--- config.mk ---
export PLATFORM = sky130hd
export DESIGN_NAME = mult_secuencial_param
export DESIGN_NICKNAME = d
export VERILOG_FILES = /design/src/rtl/mult_secuencial_param.sv
export SDC_FILE = /design/constraint.sdc
export NUM_CORES = 1
export LEC_CHECK = 0
export ABC_AREA = 1
export BUFFER_PORTS_ARGS = -buffer_cell sky130_fd_sc_hd__buf_2
export CAP_MARGIN = 20
export CORE_AREA = 2 2 228 230
export CTS_CLUSTER_SIZE = 24
export DETAILED_ROUTE_END_ITERATION = 10
export DIE_AREA = 0 0 230 232
export GPL_ROUTABILITY_DRIVEN = 0
export PLACE_DENSITY_LB_ADDON = 0.3
export RECOVER_POWER = 50
export SETUP_SLACK_MARGIN = 0.5
export SYNTH_ARGS = -nofsm -noshare
export SYNTH_HDL_FRONTEND = slang
export SYNTH_SLANG_ARGS = --single-unit
--- constraint.sdc ---
create_clock -name clk -period 1.9 [get_ports clk]
set_input_delay 0.38 -clock clk [delete_from_list [all_inputs] [get_ports clk]]
set_output_delay 0.38 -clock clk [all_outputs]
set_load 0.02 [all_outputs]
--- src/rtl/mult_secuencial_param.sv ---
`timescale 1ns/1ps
// Parametrised sequential shift-add multiplier with signed/unsigned mode,
// optional early termination and a per-operation iteration count.
//
// state  | meaning
// -------+--------------------------------------------------------------
// S_IDLE | waiting for valid_data; operands captured as magnitudes
// S_BUSY | one shift-add iteration per cycle over the multiplier bits
// S_FIX  | apply sign to the magnitude product, publish result and count
// S_DONE | result held with Done_Flag until ack
module mult_secuencial_param #(
  parameter int size       = 32,
  parameter int EARLY_TERM = 1,
  parameter int CNT_W      = 6
) (
  input  logic                clk,
  input  logic                reset,
  input  logic [size-1:0]     a,
  input  logic [size-1:0]     b,
  input  logic                signed_mode,
  input  logic                valid_data,
  input  logic                ack,
  output logic                ret_ack,
  output logic                Done_Flag,
  output logic [2*size-1:0]   prod,
  output logic [CNT_W-1:0]    busy_cycles
);

  typedef enum logic [1:0] {
    S_IDLE = 2'd0,
    S_BUSY = 2'd1,
    S_FIX  = 2'd2,
    S_DONE = 2'd3
  } state_t;

  localparam logic [CNT_W-1:0]  LAST_CNT = CNT_W'(size - 1);
  localparam logic [2*size-1:0] ONE_W    = (2*size)'(1);

  state_t              state_q,  state_d;
  logic [2*size-1:0]   mcand_q,  mcand_d;
  logic [size-1:0]     mplier_q, mplier_d;
  logic [2*size-1:0]   acc_q,    acc_d;
  logic [CNT_W-1:0]    cnt_q,    cnt_d;
  logic                neg_q,    neg_d;
  logic                ret_ack_q, ret_ack_d;
  logic                done_q,   done_d;
  logic [2*size-1:0]   prod_q,   prod_d;
  logic [CNT_W-1:0]    busy_q,   busy_d;

  logic [size-1:0]     a_abs;
  logic [size-1:0]     b_abs;

  // Magnitudes: the most negative value wraps to 2^(size-1), which is
  // exactly right when the result is reinterpreted as unsigned.
  always_comb begin
    a_abs = (signed_mode && a[size-1]) ? (~a + size'(1)) : a;
    b_abs = (signed_mode && b[size-1]) ? (~b + size'(1)) : b;
  end

  always_comb begin
    state_d   = state_q;
    mcand_d   = mcand_q;
    mplier_d  = mplier_q;
    acc_d     = acc_q;
    cnt_d     = cnt_q;
    neg_d     = neg_q;
    ret_ack_d = 1'b0;
    done_d    = done_q;
    prod_d    = prod_q;
    busy_d    = busy_q;

    case (state_q)
      S_IDLE: begin
        if (valid_data) begin
          mcand_d   = {{size{1'b0}}, a_abs};
          mplier_d  = b_abs;
          neg_d     = signed_mode & (a[size-1] ^ b[size-1]);
          acc_d     = '0;
          cnt_d     = '0;
          ret_ack_d = 1'b1;
          state_d   = S_BUSY;
        end
      end

      S_BUSY: begin
        if (mplier_q[0]) begin
          acc_d = acc_q + mcand_q;
        end
        mcand_d  = mcand_q << 1;
        mplier_d = mplier_q >> 1;
        cnt_d    = cnt_q + CNT_W'(1);
        if ((cnt_q == LAST_CNT) || ((EARLY_TERM != 0) && ((mplier_q >> 1) == '0))) begin
          state_d = S_FIX;
        end
      end

      S_FIX: begin
        // cnt already holds the number of BUSY iterations taken
        prod_d  = neg_q ? (~acc_q + ONE_W) : acc_q;
        busy_d  = cnt_q;
        done_d  = 1'b1;
        state_d = S_DONE;
      end

      S_DONE: begin
        if (ack) begin
          done_d  = 1'b0;
          state_d = S_IDLE;
        end
      end

      default: begin
        state_d = S_IDLE;
      end
    endcase
  end

  always_ff @(posedge clk) begin
    if (reset) begin
      state_q   <= S_IDLE;
      mcand_q   <= '0;
      mplier_q  <= '0;
      acc_q     <= '0;
      cnt_q     <= '0;
      neg_q     <= 1'b0;
      ret_ack_q <= 1'b0;
      done_q    <= 1'b0;
      prod_q    <= '0;
      busy_q    <= '0;
    end else begin
      state_q   <= state_d;
      mcand_q   <= mcand_d;
      mplier_q  <= mplier_d;
      acc_q     <= acc_d;
      cnt_q     <= cnt_d;
      neg_q     <= neg_d;
      ret_ack_q <= ret_ack_d;
      done_q    <= done_d;
      prod_q    <= prod_d;
      busy_q    <= busy_d;
    end
  end

  assign ret_ack     = ret_ack_q;
  assign Done_Flag   = done_q;
  assign prod        = prod_q;
  assign busy_cycles = busy_q;

endmodule
Yosys cells after proc, flatten, opt, wreduce, memory -nomap -nowiden
Cells that the tools add are included.
{"block": "word_totals", "elab_cells": 61, "in_bits": 69, "regBits": 241, "out_inout_bits": 72}
{"block": "op_classes", "reduce_logical": 13, "n_addsub": 5, "bitwise_logic": 6, "n_eq_ne": 8, "muxes": 19}
{"cell": "$mux W64", "count": 4}
{"cell": "$pmux W64 S2", "count": 2}
{"cell": "$mux W32", "count": 3}
{"cell": "$add A32 B1 Y32 const B", "count": 2}
{"cell": "$add A64 B1 Y64 const B", "count": 1}
{"cell": "$add A64 B64 Y64", "count": 1}
{"cell": "$not A32 Y32", "count": 2}
{"cell": "$not A64 Y64", "count": 1}
{"cell": "$pmux W32 S2", "count": 1}
{"cell": "$logic_not A32 Y1", "count": 1}
{"cell": "$pmux W6 S2", "count": 1}
{"cell": "$ne A2 B2 Y1 const B", "count": 4}
{"cell": "$pmux W2 S4", "count": 1}
{"cell": "$add A6 B1 Y6 const B", "count": 1}
{"cell": "$eq A6 B5 Y1 const B", "count": 1}
{"cell": "$mux W2", "count": 3}
{"cell": "$mux W6", "count": 1}
{"cell": "$reduce_and A2 Y1", "count": 3}
{"cell": "$reduce_and A3 Y1", "count": 2}
{"cell": "$eq A2 B2 Y1 const B", "count": 2}
{"cell": "$reduce_bool A2 Y1", "count": 2}
{"cell": "$eq A2 B1 Y1 const B", "count": 1}
{"cell": "$logic_and A1 B1 Y1", "count": 2}
{"cell": "$logic_not A2 Y1", "count": 1}
{"cell": "other kinds (7)", "count": 8}

Logic depth before layout (Yosys ltp)
Gate-level depths: netlist of run 1.
{"block": "logic_depth", "word_depth": 5, "depth_mapped": 16, "mapped_depth_nobuf": 16}

Worst setup path before layout of run 1
Ideal clock, no wire load.
{"block": "synth_timing", "kind": "flip-flop to flip-flop", "from": "reg mcand_q[0]", "to": "reg acc_q[48]", "setup_ns": 0.132, "path_stages_with_launch": 16, "arrival_time_ns": 1.769, "path_buffers": 0, "period_less_slack_ns": 1.901, "required_ns": 1.768, "setup_slack_ns": -0.001, "cell_sequence": "dfxtp_1 > ha_1 > inv_1 > fa_1 > inv_1 > nand3_1 > nand2_1 > nand2_1 > nand2_1 > nand2_1 > nand2_1 > nand3_1 > nand3_1 > nand2_1 > nand3_1 > a21oi_1"}
{"block": "synth_via", "elab_chain_len": 3}
{"item": "start: declaration", "line": "40", "rtl": "logic [2*size-1:0] mcand_q, mcand_d;"}
{"item": "start signal: assignment", "line": "132", "rtl": "mcand_q <= mcand_d;"}
{"item": "$add A64 B64 Y64", "line": "87", "rtl": "acc_d = acc_q + mcand_q;"}
{"item": "$mux W64", "line": "86", "rtl": "if (mplier_q[0]) begin"}
{"item": "$pmux W64 S2", "line": "72", "rtl": "case (state_q)"}
{"item": "end signal: assignment", "line": "123", "rtl": "acc_q <= '0;"}
{"item": "end signal: assignment", "line": "134", "rtl": "acc_q <= acc_d;"}
{"item": "end: declaration", "line": "42", "rtl": "logic [2*size-1:0] acc_q, acc_d;"}
No other way between the ends. The select of a mux whose other input is x is not followed.
A chain may end at the register's enable or synchronous reset.

Worst setup path in the final report of run 1
{"block": "layout_timing", "from": "reg acc_q[8]", "to": "reg acc_q[14]"}
{"block": "layout_via", "elab_chain_len": 3}
{"item": "$add A64 B64 Y64", "line": "87"}
{"item": "$mux W64", "line": "86"}
{"item": "$pmux W64 S2", "line": "72"}
No other way between the ends. The select of a mux whose other input is x is not followed.

==> summary.md, run 1 <==
| Metric | Value |
|---|---|
| Status | `complete, but fails checks` |
| Failing checks | `negative setup slack` |
| CTS tree | `built` |
| Clk buf depth | `3` |
| Sequential cell area | `5060 um^2` |
| Post-Syn Instances | `~3300` |
| Worst Setup End Kind | `register` |
| Core Box Area | `50900 um^2` |
| Initial Util | `approximately 37%` |
| Distinct cells, synth | `48` |
| Post-synth EDFFs | `0` |
| Worst endpoint required time | `roughly 2.4 ns` |
| Vias per inst | `5.31` |
| Worst skew pair latency | `0.61 ns` |
| CP Launch Type | `register` |
| Initial DRC Count | `2159` |
| Clock sinks | `241` |
| VDD IR max | `between 0.6 and 0.7 mV` |
| Die ar. | `53400 um^2` |
| Fin Clk Skew | `~0.03 ns` |
| Row count | `83` |
| Prevailing post-synth register cell | `dfxtp_1` |
| Worst slack, placed | `-0.147 ns` |
| ANT cells | `0` |
| Vias in the first global route | `21600` |
| Clock period minus worst slack | `2.07 ns` |
| Average wire per standard cell | `about 18 um` |
| Post-DP HPWL | `53700 um` |
| GRT overflow | `0` |
| Number of I/O pins | `141` |
| Syn Std Cell Area | `18700 um^2` |
| Crit path arrival time | `between 2 and 3 ns` |
| Slew Limit Fails | `0` |
| Largest net degree at the start of global routing | `83` |
| CTS root buffer | `clkbuf_16` |
| Final worst-path cycle share | `109%` |
| Antenna-violating nets left | `0` |
| Pwr dens | `994 nW/um^2` |
| Die height | `232 um` |
| Antenna violations before repair | `0` |
| Fin. Hold Viols | `0` |
| Async set-reset flop share out of synthesis | `0%` |
| DR DRC count | `0` |
| DP Area | `24300 um^2` |
| Port Buffer Count | `140` |
| Fill cell count | `4492` |
| Max Cap Viol | `0` |
| Setup CP Type | `reg2reg` |
| Clock-pin transition on the worst setup and hold timing paths | `0.06 ns` |
| GRT Util Overall | `between 20% and 30%` |
| Sequential share of the synthesized area | `25.8%` |
| Final Instance Area | `29800 um^2` |
| Worst-margin pin slew | `0.697 ns` |
| Hold Slack | `between 0.1 and 0.15 ns` |
| First-pass GRT wire length | `114000 um` |
| Final setup margin | `-0.172 ns` |
| Hold Crit Class | `in2reg` |
| Number of H-tree levels | `1` |
| Synth Register Bits | `241` |
| Mapped Nets | `3433` |
| Multi-input logic area | `approximately 16000 um^2` |
| Vias | `between 20000 and 25000` |
| Final core occ | `58.6%` |
| Critical-path maximum fanout | `4` |
| Nets@finish | `3983` |
| TritonRoute pass-1 iters | `8` |
| Normalized max-slew margin | `53.2%` |
| Synth warn | `0` |
| Hold_buf cts | `0` |
| Fin Setup TNS | `-5.78 ns` |
| Avg Cell Area, Syn | `5.68 um^2` |
| P&R area growth vs syn | `59.4%` |
| Layout cells sized above 1 | `39.4%` |
| Setup repair after global routing missed its margin | `yes` |
| Pleak | `around 0.015 uW` |
| Final-report setup violation count | `83` |
| Die boundary width | `230 um` |
| TritonCTS Buffers | `31` |
| Routed wire length | `81600 um` |
| Fmax | `0.483 GHz` |
final cells by class:
cell class / count / share of cell area, %
Sequential cell: 241 / 17.0
Tap cell: 680 / 2.85
Timing Repair Buffer: 617 / 17.0
Multi-Input combinational cell: 2413 / 52.4
Clock buffer: 37 / 2.81
Clock inverter: 21 / 0.735
Inverter: 535 / 7.21
Timing Repair inverter: 2 / 0.0923
cell families (layout without fill, tap and decap cells):
logic type / Yosys count / after routing / synth area share (%)
and+or+nand+nor: 1747 / 1747 / 38.5
buffers and inverters: 637 / 1212 / 13.0
AOI/OAI and AO/OA: 554 / 554 / 15.9
DFF: 241 / 241 / 25.8
adders and majority gates: 73 / 73 / 4.93
xor gates and xnor gates: 39 / 39 / 1.83
layout by cell type, fill, tap and decap left out, types with 65 or more instances in the layout:
cell | synthesis | layout
nand2_1 | 1043 | 782
nor2_4 | 5 | 84
nand2_2 | 6 | 177
inv_1 | 525 | 440
dfxtp_1 | 241 | 145
o21ai_0 | 164 | 113
clkbuf_1 | 65 | 77
buf_4 | 0 | 344
nand2_4 | 0 | 89
nor2_2 | 4 | 67
nor2_1 | 337 | 195
ha_4 | 0 | 65
buf_2 | 29 | 67
nand3_1 | 228 | 136
a21oi_1 | 312 | 247
buf_6 | 0 | 91
synthesized netlist by cell type (3+ instances only):
cell type | n | share of area (%)
nand2_1 | 1043 | 21
inv_1 | 525 | 11
nor2_1 | 337 | 6.8
a21oi_1 | 312 | 8.4
dfxtp_1 | 241 | 26
nand3_1 | 228 | 6.1
o21ai_0 | 164 | 4.4
ha_1 | 72 | 4.8
clkbuf_1 | 65 | 1.3
nor3_1 | 38 | 1.0
nand4_1 | 35 | 1.2
xor2_1 | 35 | 1.6
buf_2 | 29 | 0.78
o211ai_1 | 20 | 0.80
o221ai_1 | 17 | 0.80
or2_2 | 16 | 0.54
nor4_1 | 14 | 0.47
buf_1 | 8 | 0.16
inv_2 | 8 | 0.16
o21ai_1 | 8 | 0.21
nand2_2 | 6 | 0.20
nand3b_1 | 6 | 0.24
nor2_4 | 5 | 0.30
o21bai_1 | 5 | 0.20
nor2_2 | 4 | 0.13
nor3_2 | 4 | 0.21
o31ai_1 | 4 | 0.16
xnor2_1 | 4 | 0.19
a211oi_1 | 3 | 0.12
a21o_1 | 3 | 0.12
a31oi_1 | 3 | 0.10
and3_1 | 3 | 0.10
nor3b_1 | 3 | 0.12
o21ai_2 | 3 | 0.14
report_power, final:
group | total, uW | leakage, uW | internal, uW | switching (uW)
combinational | 16200 | 0.0123 | 6840 | 9320
sequential | 7310 | 0.00202 | 6270 | 1040
clock | 6150 | 0.000523 | 3580 | 2570
total | 29600 | 0.0149 | 16700 | 12900
timing repair:
item                                   CTS  global route
pin swaps                              235           198
cloned                                   1            18
setup buffers                           63            55
gates resized for setup                544           435
setup endpoints to repair              300           301
endpoints found under the hold margin    0             0
registers in the layout (all words and copies together), names as in the netlist:
signal and cells:
Done_Flag 1, acc_q 64, busy_cycles 6, cnt_q 6, mcand_q 64, mplier_q 32
neg_q 1, prod 64, ret_ack 1, state_q 2
worst paths after layout:
check	start	end	slack, ns	depth (start not counted)
worst max-delay path	acc_q[8]$_SDFFE_PP0P_	acc_q[14]$_SDFFE_PP0P_	-0.17	12
worst min-delay path	b[28]	mplier_q[28]$_SDFFE_PP0P_	0.11	4
worst max register to register	acc_q[8]$_SDFFE_PP0P_	acc_q[14]$_SDFFE_PP0P_	-0.17	12
worst min register to register	prod[36]$_SDFFE_PP0P_	prod[36]$_SDFFE_PP0P_	0.48	2
through the flow:
step | std cells | total power (uW)
floorplan | 3291 | 14300
global placement | 4351 | 18800
detailed placement | 4351 | 18900
CTS | 4473 | 26600
global route | 4546 | 30900
finish | 4546 | 29600
critical path, cell delays in order (launching register included):
cell,delay (ns)
dfxtp_4,0.35
ha_4,0.31
nand2_1,0.11
nor2_2,0.28
and2_4,0.23
nand2_4,0.06
nand2_4,0.08
buf_6,0.10
buf_6,0.08
buf_6,0.09
a21oi_2,0.05
o21ai_1,0.10
a21oi_1,0.09
per-layer routing:
metal,vias to the layer above,track usage (%),wire length [um]
met2,1052,43.8,37100
met4,0,9.96,4350
met1,11200,34.9,33800
li1,11600,-,-
met3,314,3.54,6280
met5,-,0,0
Note: power is estimated with default switching activity, not from simulation.
==> run 2: changes to the inputs <==
ABC_AREA = default   (was 1)
CORE_AREA = 2 2 206 208   (was 2 2 228 230)
DIE_AREA = 0 0 208 210   (was 0 0 230 232)
clock period = 1.8 ns   (was 1.9 ns; I/O delays follow)
==> run 2 against run 1 <==
The run still ends with negative setup slack left. Sequential power increased by 0.7%. Largest power group unchanged. Hold slack worse by 0.0057 ns. First-iteration DRC count decreased by 24%. Synthesized area shrank 19%. Clock-buffer cell count shrank 2. Final area is 10% lower. Flip-flop and latch count is the same. Clock power about the same. Total power rose by 0.40%. Routed wire length down 19%. Global-route usage decreased by 1.8 points. Via count shrank 22%.
==> summary.md, run 2 <==
| Metric | Value |
|---|---|
| DR DRC count | `0` |
| Row count | `75` |
| Clock sinks | `241` |
| P&R area growth vs syn | `75.5%` |
| CTS root buffer | `clkbuf_16` |
| Core Box Area | `41500 um^2` |
| Failing checks | `negative setup slack` |
| CTS tree | `built` |
| Slew Limit Fails | `0` |
| Die height | `210 um` |
| DP Area | `21500 um^2` |
| Hold Crit Class | `in2reg` |
| Initial DRC Count | `1651` |
| Cell with the most instances after synthesis | `nand2_1` |
| Setup CP Type | `reg2reg` |
| Critical Path Start | `acc_q[6]$_SDFFE_PP0P_` |
| Vias in the first global route | `17100` |
| Yosys top cell area share | `31.7%` |
| Crit path depth | `9` |
| Average wire per standard cell | `approximately 20 um` |
| Final-report setup violation count | `225` |
| Largest delay contributor family on the critical path | `simple AND/OR/NAND/NOR gates` |
| TritonRoute pass-1 iters | `5` |
| Die boundary width | `208 um` |
| Normalized max-slew margin | `47.5%` |
| Post-DP HPWL | `40300 um` |
| Sequential share of the synthesized area | `31.7%` |
| Clock period minus worst slack | `3.11 ns` |
| FF-to-FF path depth | `9` |
| GRT overflow | `0` |
| Fmax | `around 0.32 GHz` |
| Worst-margin pin slew | `0.777 ns` |
| Post-synth EDFFs | `0` |
| Synth Register Bits | `241` |
| Largest net degree at the start of global routing | `88` |
| Most frequent cells in the layout | `buf_4, nor2_1, nand2_1` |
| Prevailing post-synth register cell | `dfxtp_1` |
| Synth top cells by count | `nand2_1, dfxtp_1, nor2_1` |
| HP Start | `b[31]` |
| Worst r2r src | `acc_q[6]$_SDFFE_PP0P_` |
| Initial Util | `a little over a third` |
| Critical-path maximum fanout | `7` |
| Clk buf depth | `3` |
| Vias | `18900` |
| Pleak | `0.0112 uW` |
| Worst endpoint required time | `2.30 ns` |
| Final setup margin | `-1.31 ns` |
| CP Buf/Inv Count | `0` |
| Crit path arrival time | `3.61 ns` |
| Number of H-tree levels | `1` |
| CP dominant cell by count | `or4_4` |
| Synth area leaders | `dfxtp_1, nand2_1, xor2_1, a21oi_1, ha_1` |
| Synth area leader | `dfxtp_1` |
| Avg Cell Area, Syn | `7.61 um^2` |
| Most common cell after layout, fill and taps aside | `buf_4` |
| Worst Hold Depth | `3` |
| GRT Util Overall | `24.6%` |
| Antenna violations before repair | `2` |
| Vias per inst | `5.68` |
| Synth warn | `0` |
| Fin Clk Skew | `0.0181 ns` |
| Worst skew pair latency | `between 0.5 and 0.6 ns` |
| Critical-path cell list | `or4_4, or3_4, or2_4, nand2b_4, or4_4, nand3b_4, o41ai_2, xor2_1, a211oi_1` |
| Final Instance Area | `26700 um^2` |
| Layout cells sized above 1 | `48.2%` |
| Slowest stage cell, crit path | `or4_4` |
| Nets@finish | `2895` |
| Post-Syn Instances | `1998` |
| Port Buffer Count | `140` |
| Fin. Hold Viols | `0` |
| Syn Std Cell Area | `15200 um^2` |
| Final core occ | `64.4%` |
| Clock-pin transition on the worst setup and hold timing paths | `0.07 ns` |
| Fill cell count | `approximately 3100` |
| Setup repair after global routing missed its margin | `yes` |
| Number of I/O pins | `between 100 and 150` |
| First-pass GRT wire length | `~89000 um` |
| Pwr dens | `1110 nW/um^2` |
| Final worst-path cycle share | `173%` |
| Antenna-violating nets left | `0` |
| Status | `complete, but fails checks` |
| Die ar. | `43700 um^2` |
| Max stage delay on crit path | `0.57 ns` |
| Mapped Nets | `approximately 2100` |
| Worst R2R Setup Slack | `-1.31 ns` |
| Max Cap Viol | `0` |
| Distinct cells, synth | `73` |
| Async set-reset flop share out of synthesis | `0%` |
| TritonCTS Buffers | `29` |
| VDD IR max | `approximately 0.74 mV` |
| CP Launch Type | `register` |
| Routed wire length | `around 66000 um` |
| Worst Setup End Kind | `register` |
[run 2: cell families (layout without fill, tap and decap cells)]
family | after synthesis | after routing | synth area share, %
xor+xnor | 172 | 172 | 9.91
flops | 241 | 241 | 31.7
simple gates | 703 | 703 | 20.8
buf+inv | 161 | 938 | 3.99
mux | 27 | 27 | 1.78
compound gates | 621 | 622 | 25.7
other cells | 0 | 2 | 0
fa+ha+maj | 73 | 73 | 6.06
[run 2: final cells by class]
type / instances / area, um^2 / share of cell area, %
diodes: 2 / 5.00 / 0.0187
clock buffers: 35 / 768 / 2.88
clock inverters: 19 / 209 / 0.783
inverters: 36 / 150 / 0.562
multi-input cells: 1597 / 12900 / 48.2
flip-flops and latches: 241 / 4900 / 18.4
well taps: 539 / 674 / 2.53
repair buffers: 848 / 7130 / 26.7
[run 2: path summary, 6_finish.rpt]
| path | endpoint |
|---|---|
| setup / recovery | prod[54]$_SDFFE_PP0P_ |
| hold / removal | mplier_q[31]$_SDFFE_PP0P_ |
| setup reg to reg | prod[54]$_SDFFE_PP0P_ |
| hold reg to reg | mplier_q[25]$_SDFFE_PP0P_ |
[run 2: repair_timing]
action,4_1_cts,5_1_grt
endpoints found under the setup margin,311,311
endpoints found under the hold margin,1,0
setup buffers,40,66
cloned,2,26
pin swaps,207,197
gates resized for setup,307,332
hold buffers,1,0
[run 2: per-stage QoR]
step / cells / power, uW / TNS (ns) / setup WS, ns / hold WS, ns
floorplan: 1998 / 13700 / -70.25 / -1.26 / 0.444
global placement: 3126 / 17100 / -111.07 / -1.27 / 0.456
detailed placement: 3126 / 17300 / -118.37 / -1.35 / 0.463
CTS: 3223 / 24700 / -92.37 / -1.25 / 0.103
global route: 3317 / 30800 / -150.52 / -1.39 / 0.116
finish: 3317 / 29700 / -131.99 / -1.31 / 0.106
[run 2: where the power goes]
group          internal, uW  switching (uW)  leakage, uW  total [uW]
Clock                  3510            2650     0.000474        6160
Combinational          7520            8700      0.00873       16200
Sequential             6370             990      0.00198        7360
[run 2: worst min-delay path, stage by stage]
cell,delay [ns]
buf_2,0.13
a32oi_1,0.09
nor2_1,0.08
[run 2: routing by layer]
metal | share of wire, % | up-vias | track usage [%]
met2 | 48 | 858 | 42.7
met5 | 0 | - | 0
met4 | 4.9 | 0 | 7.78
met1 | 40 | 9056 | 31.9
li1 | - | 8706 | -
met3 | 7.2 | 231 | 2.95
==> run 3: changes to the inputs <==
CORE_AREA = 2 2 229 231   (was 2 2 206 208)
DIE_AREA = 0 0 231 233   (was 0 0 208 210)
PLACE_DENSITY = 0.56   (was default)
PLACE_DENSITY_LB_ADDON = default   (was 0.3)
==> run 3 against run 2 <==
The flow still finishes with violations (negative setup slack). Global-route usage decreased by 3.3 points. Die area increased by 23%. Non-clock buffer count increased by 3. Critical endpoint unchanged. Critical path type unchanged. Hold slack about the same.
==> summary.md, run 3 (synthesis results as in run 2) <==
| Metric | Value |
|---|---|
| Status | `complete, but fails checks` |
| Failing checks | `negative setup slack` |
| Fill cell count | `~4600` |
| Critical-path maximum fanout | `6` |
| Worst endpoint required time | `2.28 ns` |
| Final Instance Area | `26200 um^2` |
| TritonCTS Buffers | `29` |
| DP Area | `between 20000 and 25000 um^2` |
| Row count | `83` |
| Hold Crit Class | `in2reg` |
| Die height | `233 um` |
| CP Launch Type | `register` |
| Clk buf depth | `3` |
| Worst R2R Setup Slack | `-1.27 ns` |
| Pwr dens | `1060 nW/um^2` |
| Worst r2r src | `acc_q[6]$_SDFFE_PP0P_` |
| Number of I/O pins | `about 140` |
| Fmax | `0.326 GHz` |
| GRT overflow | `0` |
| Hold_buf cts | `0` |
| TritonRoute pass-1 iters | `5` |
| Most common cell after layout, fill and taps aside | `buf_4` |
| Critical Path Start | `acc_q[6]$_SDFFE_PP0P_` |
| RR Endpoint | `prod[54]$_SDFFE_PP0P_` |
| Final-report setup violation count | `222` |
| Slew Limit Fails | `0` |
| Fin. Hold Viols | `0` |
| Final worst-path cycle share | `171%` |
| Post-route insts no fill | `3458` |
| Port Buffer Count | `140` |
| Setup CP Type | `reg2reg` |
| Clock sinks | `around 240` |
| Antenna-violating nets left | `0` |
| Routed wire length | `approximately 60000 um` |
| Max Cap Viol | `0` |
| Initial DRC Count | `1083` |
| Antenna violations before repair | `0` |
| Hold Slack | `roughly 0.11 ns` |
| Post-DP HPWL | `41300 um` |
| Worst Setup End Kind | `register` |
| Largest net degree at the start of global routing | `120` |
| Initial Util | `29.8%` |
| GRT Util Overall | `a little over a fifth` |
| First-pass GRT wire length | `approximately 93000 um` |
| FF-to-FF path depth | `9` |
| Number of H-tree levels | `1` |
| Worst slack, placed | `-1.30 ns` |
| Sequential cell area | `around 5000 um^2` |
| CTS tree | `built` |
| Crit path capture | `prod[54]$_SDFFE_PP0P_` |
| Vias in the first global route | `17300` |
| P&R area growth vs syn | `72.4%` |
| Dpl cells | `3272` |
| DR DRC count | `0` |
| VDD IR max | `0.834 mV` |
| Nets@finish | `2898` |
| Die ar. | `53800 um^2` |
| Most frequent cells in the layout | `buf_4, nand2_1, nor2_1` |
| Final Power | `27900 uW` |
| Vias per inst | `approximately 5.2` |
| Clock period minus worst slack | `3.07 ns` |
| CTS root buffer | `clkbuf_16` |
| Normalized max-slew margin | `32.6%` |
| Average wire per standard cell | `17.5 um` |
| Worst skew pair latency | `0.58 ns` |
| Pleak | `0.0111 uW` |
| Final setup margin | `-1.27 ns` |
| Fin Clk Skew | `about 0.02 ns` |
| Vias | `~18000` |
| Die boundary width | `231 um` |
| Core Box Area | `51100 um^2` |
| Clock-pin transition on the worst setup and hold timing paths | `0.06 ns` |
| Multi-input logic area | `about 12000 um^2` |
| Setup repair after global routing missed its margin | `yes` |
| Crit path arrival time | `3.56 ns` |
| Layout cells sized above 1 | `45.6%` |
| Worst-margin pin slew | `1.01 ns` |
| ANT cells | `0` |
run 3: power breakdown:
part	internal [uW]	leakage, uW	switching, uW	total, uW
sequential	6340	0.00197	815	7160
combinational	7010	0.00862	7690	14700
clock	3480	0.000472	2540	6030
total	16800	0.0111	11000	27900
run 3: worst max-delay path, cell delays in order (launching register included):
cell and delay, ns:
dfxtp_2 0.32, or4_4 0.53, or3_4 0.34, or2_4 0.24, nand2b_4 0.14, or4_4 0.54, nand3b_4 0.26, o41ai_4 0.26
xor2_1 0.11, a211oi_1 0.23
run 3: layout make-up:
cell class	count	area share, %
clock buffers	38	3.25
repair buffers	851	26.9
multi-input cells	1597	47.0
flip-flops and latches	241	18.6
clock inverters	15	0.487
inverters	36	0.582
well taps	680	3.24
run 3: how the worst min path moves through the flow:
stage | from | to | slack, ns | cells after the start
final | ack | Done_Flag$_SDFFE_PP0P_ | 0.11 | 4
after global routing | ack | Done_Flag$_SDFFE_PP0P_ | 0.13 | 4
after CTS | ack | Done_Flag$_SDFFE_PP0P_ | 0.09 | 4
after detailed placement | mplier_q[21]$_SDFFE_PP0P_ | mplier_q[21]$_SDFFE_PP0P_ | 0.46 | 2
after global placement | mplier_q[20]$_SDFFE_PP0P_ | mplier_q[20]$_SDFFE_PP0P_ | 0.45 | 2
after floorplan | mplier_q[2]$_SDFFE_PP0P_ | mplier_q[2]$_SDFFE_PP0P_ | 0.44 | 2
run 3: per-layer routing:
| layer | vias to the layer above | global-route usage [%] | wire [um] |
|---|---|---|---|
| li1 | 8709 | - | - |
| met1 | 8602 | 28.7 | 27500 |
| met2 | 464 | 35.5 | 28000 |
| met3 | 98 | 2.87 | 3200 |
| met4 | 0 | 6.17 | 1680 |
| met5 | - | 0 | 0 |
run 3: metrics by stage:
step	TNS [ns]	utilization [%]
2_1_floorplan	-70.25	-
3_3_place_gp	-113.63	42.6
3_5_place_dp	-118.18	42.6
4_1_cts	-98.32	49.7
5_1_grt	-147.22	51.3
6_report	-127.78	51.3
run 3: repair_timing:
action                     in CTS  in global routing
cloned                         16                  1
setup buffers                  79                 37
gates resized for setup       340                126
pin swaps                     222                139
setup endpoints to repair     311                313
